===== config.mk =====
export PLATFORM = sky130hd
export DESIGN_NAME = wb_accel_bridge
export DESIGN_NICKNAME = d
export VERILOG_FILES = /design/src/rtl/wb_accel_bridge.sv
export SDC_FILE = /design/constraint.sdc
export NUM_CORES = 1
export LEC_CHECK = 0
export BUFFER_PORTS_ARGS = -buffer_cell sky130_fd_sc_hd__buf_2
export CORE_MARGIN = 3
export CORE_UTILIZATION = 38
export DETAILED_ROUTE_END_ITERATION = 16
export PLACE_DENSITY = 0.66
export SLEW_MARGIN = 20
export SYNTH_ARGS = -nofsm -noshare
export SYNTH_HDL_FRONTEND = slang
export SYNTH_SLANG_ARGS = --single-unit
export TNS_END_PERCENT = 30

===== constraint.sdc =====
create_clock -name clk -period 5.5 [get_ports clk]
set_clock_uncertainty 0.15 [all_clocks]
set_input_delay 1.1 -clock clk [delete_from_list [all_inputs] [get_ports clk]]
set_output_delay 1.1 -clock clk [all_outputs]
set_load 0.02 [all_outputs]

===== src/rtl/wb_accel_bridge.sv =====
// Wishbone bridge from an upstream network-adapter master to a single accelerator slave.
// Decodes an address window, forwards one transaction at a time and bounds the wait with a timeout.
module wb_accel_bridge #(
    parameter logic [31:0] ADDR_BASE = 32'h0000_0000,
    parameter logic [31:0] ADDR_MASK = 32'hFFFF_F000,
    parameter int unsigned TIMEOUT   = 256
) (
    input  logic        clk,
    input  logic        rst_sys_n,
    input  logic [31:0] wbs_adr_i,
    input  logic [31:0] wbs_dat_i,
    input  logic [3:0]  wbs_sel_i,
    input  logic        wbs_we_i,
    input  logic        wbs_cyc_i,
    input  logic        wbs_stb_i,
    output logic [31:0] wbs_dat_o,
    output logic        wbs_ack_o,
    output logic        wbs_err_o,
    output logic [31:0] wbm_adr_o,
    output logic [31:0] wbm_dat_o,
    output logic [3:0]  wbm_sel_o,
    output logic        wbm_we_o,
    output logic        wbm_cyc_o,
    output logic        wbm_stb_o,
    input  logic [31:0] wbm_dat_i,
    input  logic        wbm_ack_i,
    input  logic        wbm_err_i,
    output logic        busy_o,
    output logic [7:0]  err_cnt_o
);

    typedef enum logic [1:0] {StIdle, StReq, StResp} state_e;

    localparam logic [15:0] WaitLast = 16'(TIMEOUT - 1);

    state_e      state_q, state_d;
    logic [31:0] wbm_adr_q, wbm_adr_d;
    logic [31:0] wbm_dat_q, wbm_dat_d;
    logic [3:0]  wbm_sel_q, wbm_sel_d;
    logic        wbm_we_q, wbm_we_d;
    logic        req_q, req_d;
    logic [31:0] wbs_dat_q, wbs_dat_d;
    logic        wbs_ack_q, wbs_ack_d;
    logic        wbs_err_q, wbs_err_d;
    logic        busy_q, busy_d;
    logic [7:0]  err_cnt_q, err_cnt_d;
    logic [15:0] wait_q, wait_d;

    logic        in_window;
    logic        count_err;

    assign in_window = (wbs_adr_i & ADDR_MASK) == ADDR_BASE;

    always_comb begin
        state_d   = state_q;
        wbm_adr_d = wbm_adr_q;
        wbm_dat_d = wbm_dat_q;
        wbm_sel_d = wbm_sel_q;
        wbm_we_d  = wbm_we_q;
        req_d     = req_q;
        wbs_dat_d = wbs_dat_q;
        wbs_ack_d = 1'b0;
        wbs_err_d = 1'b0;
        wait_d    = wait_q;
        count_err = 1'b0;

        unique case (state_q)
            StIdle: begin
                if (wbs_cyc_i && wbs_stb_i) begin
                    if (in_window) begin
                        wbm_adr_d = wbs_adr_i & ~ADDR_MASK;
                        wbm_dat_d = wbs_dat_i;
                        wbm_sel_d = wbs_sel_i;
                        wbm_we_d  = wbs_we_i;
                        req_d     = 1'b1;
                        wait_d    = 16'd0;
                        state_d   = StReq;
                    end else begin
                        wbs_err_d = 1'b1;
                        count_err = 1'b1;
                        state_d   = StResp;
                    end
                end
            end
            StReq: begin
                wait_d = wait_q + 16'd1;
                // An upstream abort takes precedence: the master no longer wants any reply.
                if (!wbs_cyc_i) begin
                    req_d   = 1'b0;
                    state_d = StIdle;
                end else if (wbm_ack_i || wbm_err_i) begin
                    wbs_dat_d = wbm_dat_i;
                    req_d     = 1'b0;
                    wbs_err_d = wbm_err_i;
                    wbs_ack_d = ~wbm_err_i;
                    count_err = wbm_err_i;
                    state_d   = StResp;
                end else if (wait_q == WaitLast) begin
                    req_d     = 1'b0;
                    wbs_err_d = 1'b1;
                    count_err = 1'b1;
                    state_d   = StResp;
                end
            end
            StResp: begin
                state_d = StIdle;
            end
            default: begin
                req_d   = 1'b0;
                state_d = StIdle;
            end
        endcase

        err_cnt_d = err_cnt_q;
        if (count_err && err_cnt_q != 8'hFF) begin
            err_cnt_d = err_cnt_q + 8'd1;
        end
        busy_d = state_d != StIdle;
    end

    always_ff @(posedge clk or negedge rst_sys_n) begin
        if (!rst_sys_n) begin
            state_q   <= StIdle;
            wbm_adr_q <= '0;
            wbm_dat_q <= '0;
            wbm_sel_q <= '0;
            wbm_we_q  <= 1'b0;
            req_q     <= 1'b0;
            wbs_dat_q <= '0;
            wbs_ack_q <= 1'b0;
            wbs_err_q <= 1'b0;
            busy_q    <= 1'b0;
            err_cnt_q <= '0;
            wait_q    <= '0;
        end else begin
            state_q   <= state_d;
            wbm_adr_q <= wbm_adr_d;
            wbm_dat_q <= wbm_dat_d;
            wbm_sel_q <= wbm_sel_d;
            wbm_we_q  <= wbm_we_d;
            req_q     <= req_d;
            wbs_dat_q <= wbs_dat_d;
            wbs_ack_q <= wbs_ack_d;
            wbs_err_q <= wbs_err_d;
            busy_q    <= busy_d;
            err_cnt_q <= err_cnt_d;
            wait_q    <= wait_d;
        end
    end

    assign wbs_dat_o = wbs_dat_q;
    assign wbs_ack_o = wbs_ack_q;
    assign wbs_err_o = wbs_err_q;
    assign wbm_adr_o = wbm_adr_q;
    assign wbm_dat_o = wbm_dat_q;
    assign wbm_sel_o = wbm_sel_q;
    assign wbm_we_o  = wbm_we_q;
    assign wbm_cyc_o = req_q;
    assign wbm_stb_o = req_q;
    assign busy_o    = busy_q;
    assign err_cnt_o = err_cnt_q;

endmodule

# [Word level (Yosys, flattened, before mapping)]
# Index checks and enable logic that the tools add are counted.
# W data, S select, Z words.
[op_classes] n_mul=0 n_eq_ne=7 bitwise=2 reduce_logical=11 n_addsub=2 n_mux=24 n_lt_le_gt_ge=0 shift=0 n_div=0
[op_table] op="$logic_not A32 Y1" count=1
[op_table] op="$mux W16" count=2
[op_table] op="$pmux W16 S2" count=1
[op_table] op="$add A16 B1 Y16 const B" count=1
[op_table] op="$eq A16 B8 Y1 const B" count=1
[op_table] op="$mux W1" count=13
[op_table] op="$mux W2" count=5
[op_table] op="$reduce_and A3 Y1" count=3
[op_table] op="$add A8 B1 Y8 const B" count=1
[op_table] op="$ne A8 B8 Y1 const B" count=1
[op_table] op="$ne A2 B2 Y1 const B" count=2
[op_table] op="$ne A4 B4 Y1 const B" count=1
[op_table] op="$pmux W2 S2" count=1
[op_table] op="$reduce_and A4 Y1" count=1
[op_table] op="$reduce_bool A2 Y1" count=2
[op_table] op="$pmux W1 S3" count=1
[op_table] op="$eq A2 B1 Y1 const B" count=1
[op_table] op="$eq A2 B2 Y1 const B" count=1
[op_table] op="$logic_and A1 B1 Y1" count=2
[op_table] op="$logic_not A2 Y1" count=1
[op_table] op="$not A1 Y1" count=2
[op_table] op="$pmux W1 S2" count=1
[op_table] op="$logic_or A1 B1 Y1" count=1
[totals] ramBits=0 latch_bits=0 n_memories=0 output_inout_bits=114 regBits=111 inputBits=107 mem_bits_ro=0

# [Depth between registers and ports, before layout]
[logic_depth] ltp_word=6 depth_mapped=7 ltp_nobuf=6

# [Worst setup path after synthesis]
# No wires, ideal clock.
[synth_path] path_type="input to register" from="input port wbs_adr_i[22]" to="register wbm_adr_q[0] (netlist: wbm_adr_o[0])" arrival_ps=2583 required_ps=5225 setup_ps=125 stages=7 slack_ps=2642 cell_sequence="nor4_2 > nand3_2 > nor4_4 > and2_4 > buf_12 > buf_12 > mux2_4"
[synth_via] elab_chain_len=2
[synth_rtl] element="from (decl)" line="10" source="input logic [31:0] wbs_adr_i,"
[synth_rtl] element="$logic_not A32 Y1" line="52" source="assign in_window = (wbs_adr_i & ADDR_MASK) == ADDR_BASE;"
[synth_rtl] element="$reduce_and A3 Y1 (no source line)"
[synth_rtl] element="to (signal assigned)" line="137" source="wbm_adr_q <= wbm_adr_d;"
[synth_rtl] element="to (decl)" line="37" source="logic [31:0] wbm_adr_q, wbm_adr_d;"
# No other way between the ends.
# A chain may end at the register's enable or synchronous reset.

# [Worst setup path in the final report]
[layout_path] from="input port wbs_adr_i[26]" to="register wbm_sel_q[1] (netlist: wbm_sel_o[1])"
[layout_via] elab_chain_len=2
[layout_rtl] element="$logic_not A32 Y1" line="52"
[layout_rtl] element="$reduce_and A3 Y1 (no source line)"
[layout_rtl] element="to (signal assigned)" line="139" source="wbm_sel_q <= wbm_sel_d;"
[layout_rtl] element="to (decl)" line="39" source="logic [3:0] wbm_sel_q, wbm_sel_d;"
# No other way between the ends.

==> flow_summary.html <==
<table>
<tr><th>Metric</th><th>Value</th></tr>
<tr><th colspan="2">Status</th></tr>
<tr><td>Result of the run</td><td>complete, no violations</td></tr>
<tr><th colspan="2">Timing</th></tr>
<tr><td>Slew at the pin closest to its max-slew limit</td><td>between 0.9 and 1 ns</td></tr>
<tr><td>Max_slew headroom</td><td>37.3%</td></tr>
<tr><td>Max frequency</td><td>approximately 310 MHz</td></tr>
<tr><td>Final count of pins violating max slew</td><td>0</td></tr>
<tr><td>Count of endpoints failing setup in the final report</td><td>0</td></tr>
<tr><td>Part of the cycle the worst path needs</td><td>58.2%</td></tr>
<tr><td>Unrepaired setup endpoints after global routing</td><td>no</td></tr>
<tr><td>Post-route setup TNS</td><td>0 ns</td></tr>
<tr><td>Fin. Hold Viols</td><td>0</td></tr>
<tr><td>Clock period minus final worst setup slack</td><td>between 3 and 4 ns</td></tr>
<tr><th colspan="2">Critical path</th></tr>
<tr><td>Most used cell, CP</td><td>nor4_4</td></tr>
<tr><td>Startpoint type of the worst setup path</td><td>input pin</td></tr>
<tr><td>Setup slack, reg-to-reg</td><td>2.82 ns</td></tr>
<tr><td>Largest fanout on the critical path</td><td>50</td></tr>
<tr><td>Launch point of the worst reg-to-reg path</td><td>state_q[0]</td></tr>
<tr><td>Worst Path Arrival</td><td>about 3.3 ns</td></tr>
<tr><td>Depth of the worst register-to-register path</td><td>4</td></tr>
<tr><td>Critical path, cell by cell</td><td>buf_2 &gt; nor4_4 &gt; nand3_2 &gt; nor4_4 &gt; and2_4 &gt; mux2_4</td></tr>
<tr><td>Highest cell delay on the worst timing path</td><td>slightly above 0.8 ns</td></tr>
<tr><td>CP Class</td><td>input pin to register</td></tr>
<tr><td>Worst Path Required</td><td>roughly 5.6 ns</td></tr>
<tr><td>Worst flop-to-flop path endpoint</td><td>wbs_dat_o[18]</td></tr>
<tr><td>Dominant delay contributor by cell family on the critical path</td><td>simple AND/OR/NAND/NOR gates</td></tr>
<tr><td>Crit path buf inv count</td><td>1</td></tr>
<tr><td>Crit path max-delay cell type</td><td>and2_4</td></tr>
<tr><td>Endpoint kind of the worst setup timing path</td><td>register</td></tr>
<tr><th colspan="2">Yosys</th></tr>
<tr><td>Fraction of synthesized area in multiplexers</td><td>between 20% and 30%</td></tr>
<tr><td>Share of synthesized area occupied by flip-flops and latches</td><td>54.2%</td></tr>
<tr><td>Dominant register cell in the synthesized netlist</td><td>dfrtp_1</td></tr>
<tr><td>Netlist area before placement</td><td>approximately 5000 sq um</td></tr>
<tr><td>Biggest area contributors in the synthesized netlist</td><td>dfrtp_1 (54%), mux2_4 (14%), mux2_2 (5.3%)</td></tr>
<tr><td>Number of standard cells after synthesis</td><td>360</td></tr>
<tr><td>Combinational family with the most area after synthesis</td><td>multiplexers</td></tr>
<tr><td>Count of unique library cells instantiated by Yosys</td><td>47</td></tr>
<tr><td>Flip-flop and latch count after synthesis</td><td>between 100 and 150</td></tr>
<tr><td>Count of flip-flops with a built-in enable after synthesis</td><td>0</td></tr>
<tr><td>Cell type contributing the most total cell area after synthesis</td><td>dfrtp_1</td></tr>
<tr><td>Compound-Gate Fraction of Synth Area</td><td>6.05%</td></tr>
<tr><td>Area share of the largest cell type after synthesis</td><td>a little over half</td></tr>
<tr><td>Synthesis warning total</td><td>0</td></tr>
<tr><td>Post-synthesis xor/xnor area fraction</td><td>less than 1%</td></tr>
<tr><td>Fraction of registers with async set or reset after synthesis</td><td>100%</td></tr>
<tr><td>Area share of and/or/nand/nor cells after synthesis</td><td>a little under 8%</td></tr>
<tr><td>Mean post-synth cell area</td><td>14.2 sq um</td></tr>
<tr><td>Arithmetic-cell share of the synthesized area counting full adders, half adders and majority gates</td><td>less than 1%</td></tr>
<tr><th colspan="2">Hold path</th></tr>
<tr><td>Depth of the worst hold-timing path</td><td>1</td></tr>
<tr><td>Type of the tightest min-delay check</td><td>register to register</td></tr>
<tr><td>Endpoint of the worst hold-timing path</td><td>wbs_dat_o[22]</td></tr>
<tr><td>Startpoint of the most critical hold path</td><td>wbs_dat_o[22]</td></tr>
<tr><th colspan="2">Place</th></tr>
<tr><td>Half-perimeter wire length of the detailed placement result</td><td>roughly 8.4 mm</td></tr>
<tr><td>Standard cell area after detailed placement</td><td>a little over 6000 sq um</td></tr>
<tr><td>Count of input and output buffers</td><td>200</td></tr>
<tr><td>Gpl congestion</td><td>0.837</td></tr>
<tr><td>Total instance count after detailed placement</td><td>approximately 700</td></tr>
<tr><th colspan="2">Global routing</th></tr>
<tr><td>Total congestion overflow</td><td>0</td></tr>
<tr><td>Initial antenna violation count</td><td>0</td></tr>
<tr><td>Number of global-route vias before repair</td><td>about 3400</td></tr>
<tr><td>Largest net degree at the start of global routing</td><td>72</td></tr>
<tr><td>Aggregate global-route resource usage</td><td>between 10% and 20%</td></tr>
<tr><td>Wire length of the first global-routing pass</td><td>roughly 18 mm</td></tr>
<tr><th colspan="2">Routing</th></tr>
<tr><td>DR iter-0 viols</td><td>between 150 and 200</td></tr>
<tr><td>Routed via count</td><td>~3500</td></tr>
<tr><td>DRC violations left</td><td>0</td></tr>
<tr><td>Average wire per standard cell</td><td>between 15 and 20 microns</td></tr>
<tr><td>Count of nets left with antenna violations after detail routing</td><td>0</td></tr>
<tr><td>Detailed-router iteration count before antenna repair</td><td>4</td></tr>
<tr><td>Drt total wl</td><td>roughly 11 mm</td></tr>
<tr><td>Detail-routed via count per cell</td><td>4.74</td></tr>
<tr><th colspan="2">Clocking</th></tr>
<tr><td>Number of buffers inserted to repair setup after CTS</td><td>0</td></tr>
<tr><td>Later-pin clock latency in the skew report</td><td>roughly 0.34 ns</td></tr>
<tr><td>Sinks on the clock net</td><td>around 110</td></tr>
<tr><td>Root Driver</td><td>clkbuf_16</td></tr>
<tr><td>Clock slew at reported path FFs</td><td>0.08 ns</td></tr>
<tr><td>Post-CTS Hold Fix Bufs</td><td>0</td></tr>
<tr><td>Clock tree from TritonCTS</td><td>done</td></tr>
<tr><td>TritonCTS buffer count</td><td>9</td></tr>
<tr><td>Clock buffer depth</td><td>2</td></tr>
<tr><td>Number of levels in the clock H-tree</td><td>3</td></tr>
<tr><td>Post-cts resize count</td><td>0</td></tr>
<tr><th colspan="2">Final layout</th></tr>
<tr><td>Area growth from synthesis to layout</td><td>25.4%</td></tr>
<tr><td>Fill cell total of the finished layout</td><td>about 1200</td></tr>
<tr><td>Post-Layout Inst Area</td><td>around 6400 sq um</td></tr>
<tr><td>Net count of the finished layout</td><td>666</td></tr>
<tr><td>Antenna cells</td><td>0</td></tr>
<tr><td>Post-Layout Cell Count</td><td>approximately 730</td></tr>
<tr><td>Share of post-route cells with drive strength above 1</td><td>between 50 and 60%</td></tr>
<tr><th colspan="2">Floorplan</th></tr>
<tr><td># rows</td><td>41</td></tr>
<tr><td>Core area</td><td>12900 sq um</td></tr>
<tr><td>Ports</td><td>~220</td></tr>
<tr><td>Horizontal die dimension</td><td>122 microns</td></tr>
<tr><td>Floorplan die area</td><td>between 10000 and 15000 sq um</td></tr>
<tr><td>Initial core utilization</td><td>39.7%</td></tr>
<tr><td>Die Height</td><td>122 microns</td></tr>
<tr><th colspan="2">Power</th></tr>
<tr><td>Leakage</td><td>between 3 and 4 nW</td></tr>
<tr><td>VDD IR max</td><td>roughly 0.22 mV</td></tr>
<tr><td>Pwr per Cell Area</td><td>approximately 280 nW/um^2</td></tr>
<tr><td>Overall power of the completed layout</td><td>~1.8 mW</td></tr>
<tr><th colspan="2">Flow run</th></tr>
<tr><td>Max-Cap Viols</td><td>0</td></tr>
</table>
[worst max path at each step]
stage,from,to,slack (ns),depth (start not counted)
after floorplan,wbs_adr_i[22],wbm_adr_o[0],2.64,7
after global placement,wbs_adr_i[22],wbm_sel_o[2],1.98,6
after detailed placement,wbs_adr_i[22],wbm_adr_o[10],1.94,6
after CTS,wbs_adr_i[22],wbm_sel_o[1],2.31,6
after global routing,wbs_adr_i[22],wbm_dat_o[20],2.16,6
final,wbs_adr_i[26],wbm_sel_o[1],2.30,6
[flip-flops by register name (all words and copies together), names as in the netlist]
register / flops
wait_q: 16
err_cnt_o: 8
busy_o: 1
wbm_cyc_o: 1
wbm_adr_o: 12
wbs_ack_o: 1
state_q: 2
wbs_dat_o: 32
wbs_err_o: 1
wbm_we_o: 1
wbm_sel_o: 4
wbm_dat_o: 32
[worst register-to-register path, cell delays in order (launching register included)]
cell and delay (ns):
dfrtp_1 0.54, inv_1 0.31, or2_2 0.42, nor2_4 0.71, mux2_2 0.44
[layout make-up]
class                           count  area, sq um  share of cell area, %
Inverter                           10         37.5                  0.584
Sequential cell                   111         2780                   43.2
Timing Repair Buffer              201         1010                   15.7
Clock inverter                      7         80.1                   1.25
Multi-Input combinational cell    224         2080                   32.4
Clock buffer                        9          225                   3.50
Tap cell                          172          215                   3.35
[power by group]
| part | leakage, nW | switching [mW] | internal, mW | total (mW) |
|---|---|---|---|---|
| Sequential | 1.46 | 0.0408 | 0.853 | 0.894 |
| Clock | 0.154 | 0.310 | 0.361 | 0.671 |
| Combinational | 1.83 | 0.136 | 0.0872 | 0.223 |
[cells in the final DEF, fill, tap and decap left out, types with 6 or more instances in the layout]
| cell type | count |
|---|---|
| buf_2 | 199 |
| dfrtp_1 | 111 |
| mux2_4 | 49 |
| mux2_2 | 24 |
| conb_1 | 20 |
| nand2_1 | 13 |
| nor2_1 | 13 |
| mux2_1 | 11 |
| inv_1 | 10 |
| mux2i_1 | 9 |
| o2bb2ai_1 | 9 |
| clkbuf_16 | 9 |
| a21oi_1 | 6 |
[metal layers]
| layer | vias to the layer above | global-route usage, % | part of all wire (%) | wire [microns] |
|---|---|---|---|---|
| li1 | 1642 | - | - | - |
| met2 | 156 | 23.3 | 46 | 5180 |
| met1 | 1674 | 19.9 | 44 | 4970 |
| met3 | 10 | 4.09 | 9.3 | 1060 |
| met5 | - | 0 | 0 | 0 |
| met4 | 0 | 5.67 | 1.5 | 165 |
[cells in the mapped netlist, types with 3 or more instances]
master / n
buf_2: 4
nand2_1: 13
o2bb2ai_1: 9
nand3_1: 5
nor4_2: 4
inv_1: 10
clkbuf_1: 3
xor2_1: 5
mux2_4: 49
mux2_2: 24
dfrtp_1: 111
buf_12: 6
nor3_1: 5
mux2_1: 11
a22o_1: 4
nand4_1: 5
nor2_1: 15
mux2i_1: 9
o21ai_0: 4
buf_4: 21
a21oi_1: 6
[logic make-up after synthesis]
logic type	after synthesis
buffers and inverters	44
DFF	111
adders and majority gates	2
muxes	93
xor gates and xnor gates	5
and+or+nand+nor	65
other	1
AOI/OAI and AO/OA	39
[through the flow]
step	setup slack, ns	hold slack [ns]	utilization [%]
final	2.30	0.338	49.7
after global routing	2.16	0.354	49.7
after CTS	2.31	0.342	49.7
after detailed placement	1.94	0.324	47.4
after global placement	1.98	0.317	47.4
after floorplan	2.64	0.354	-
No activity file was read; power rests on OpenSTA's default activity.
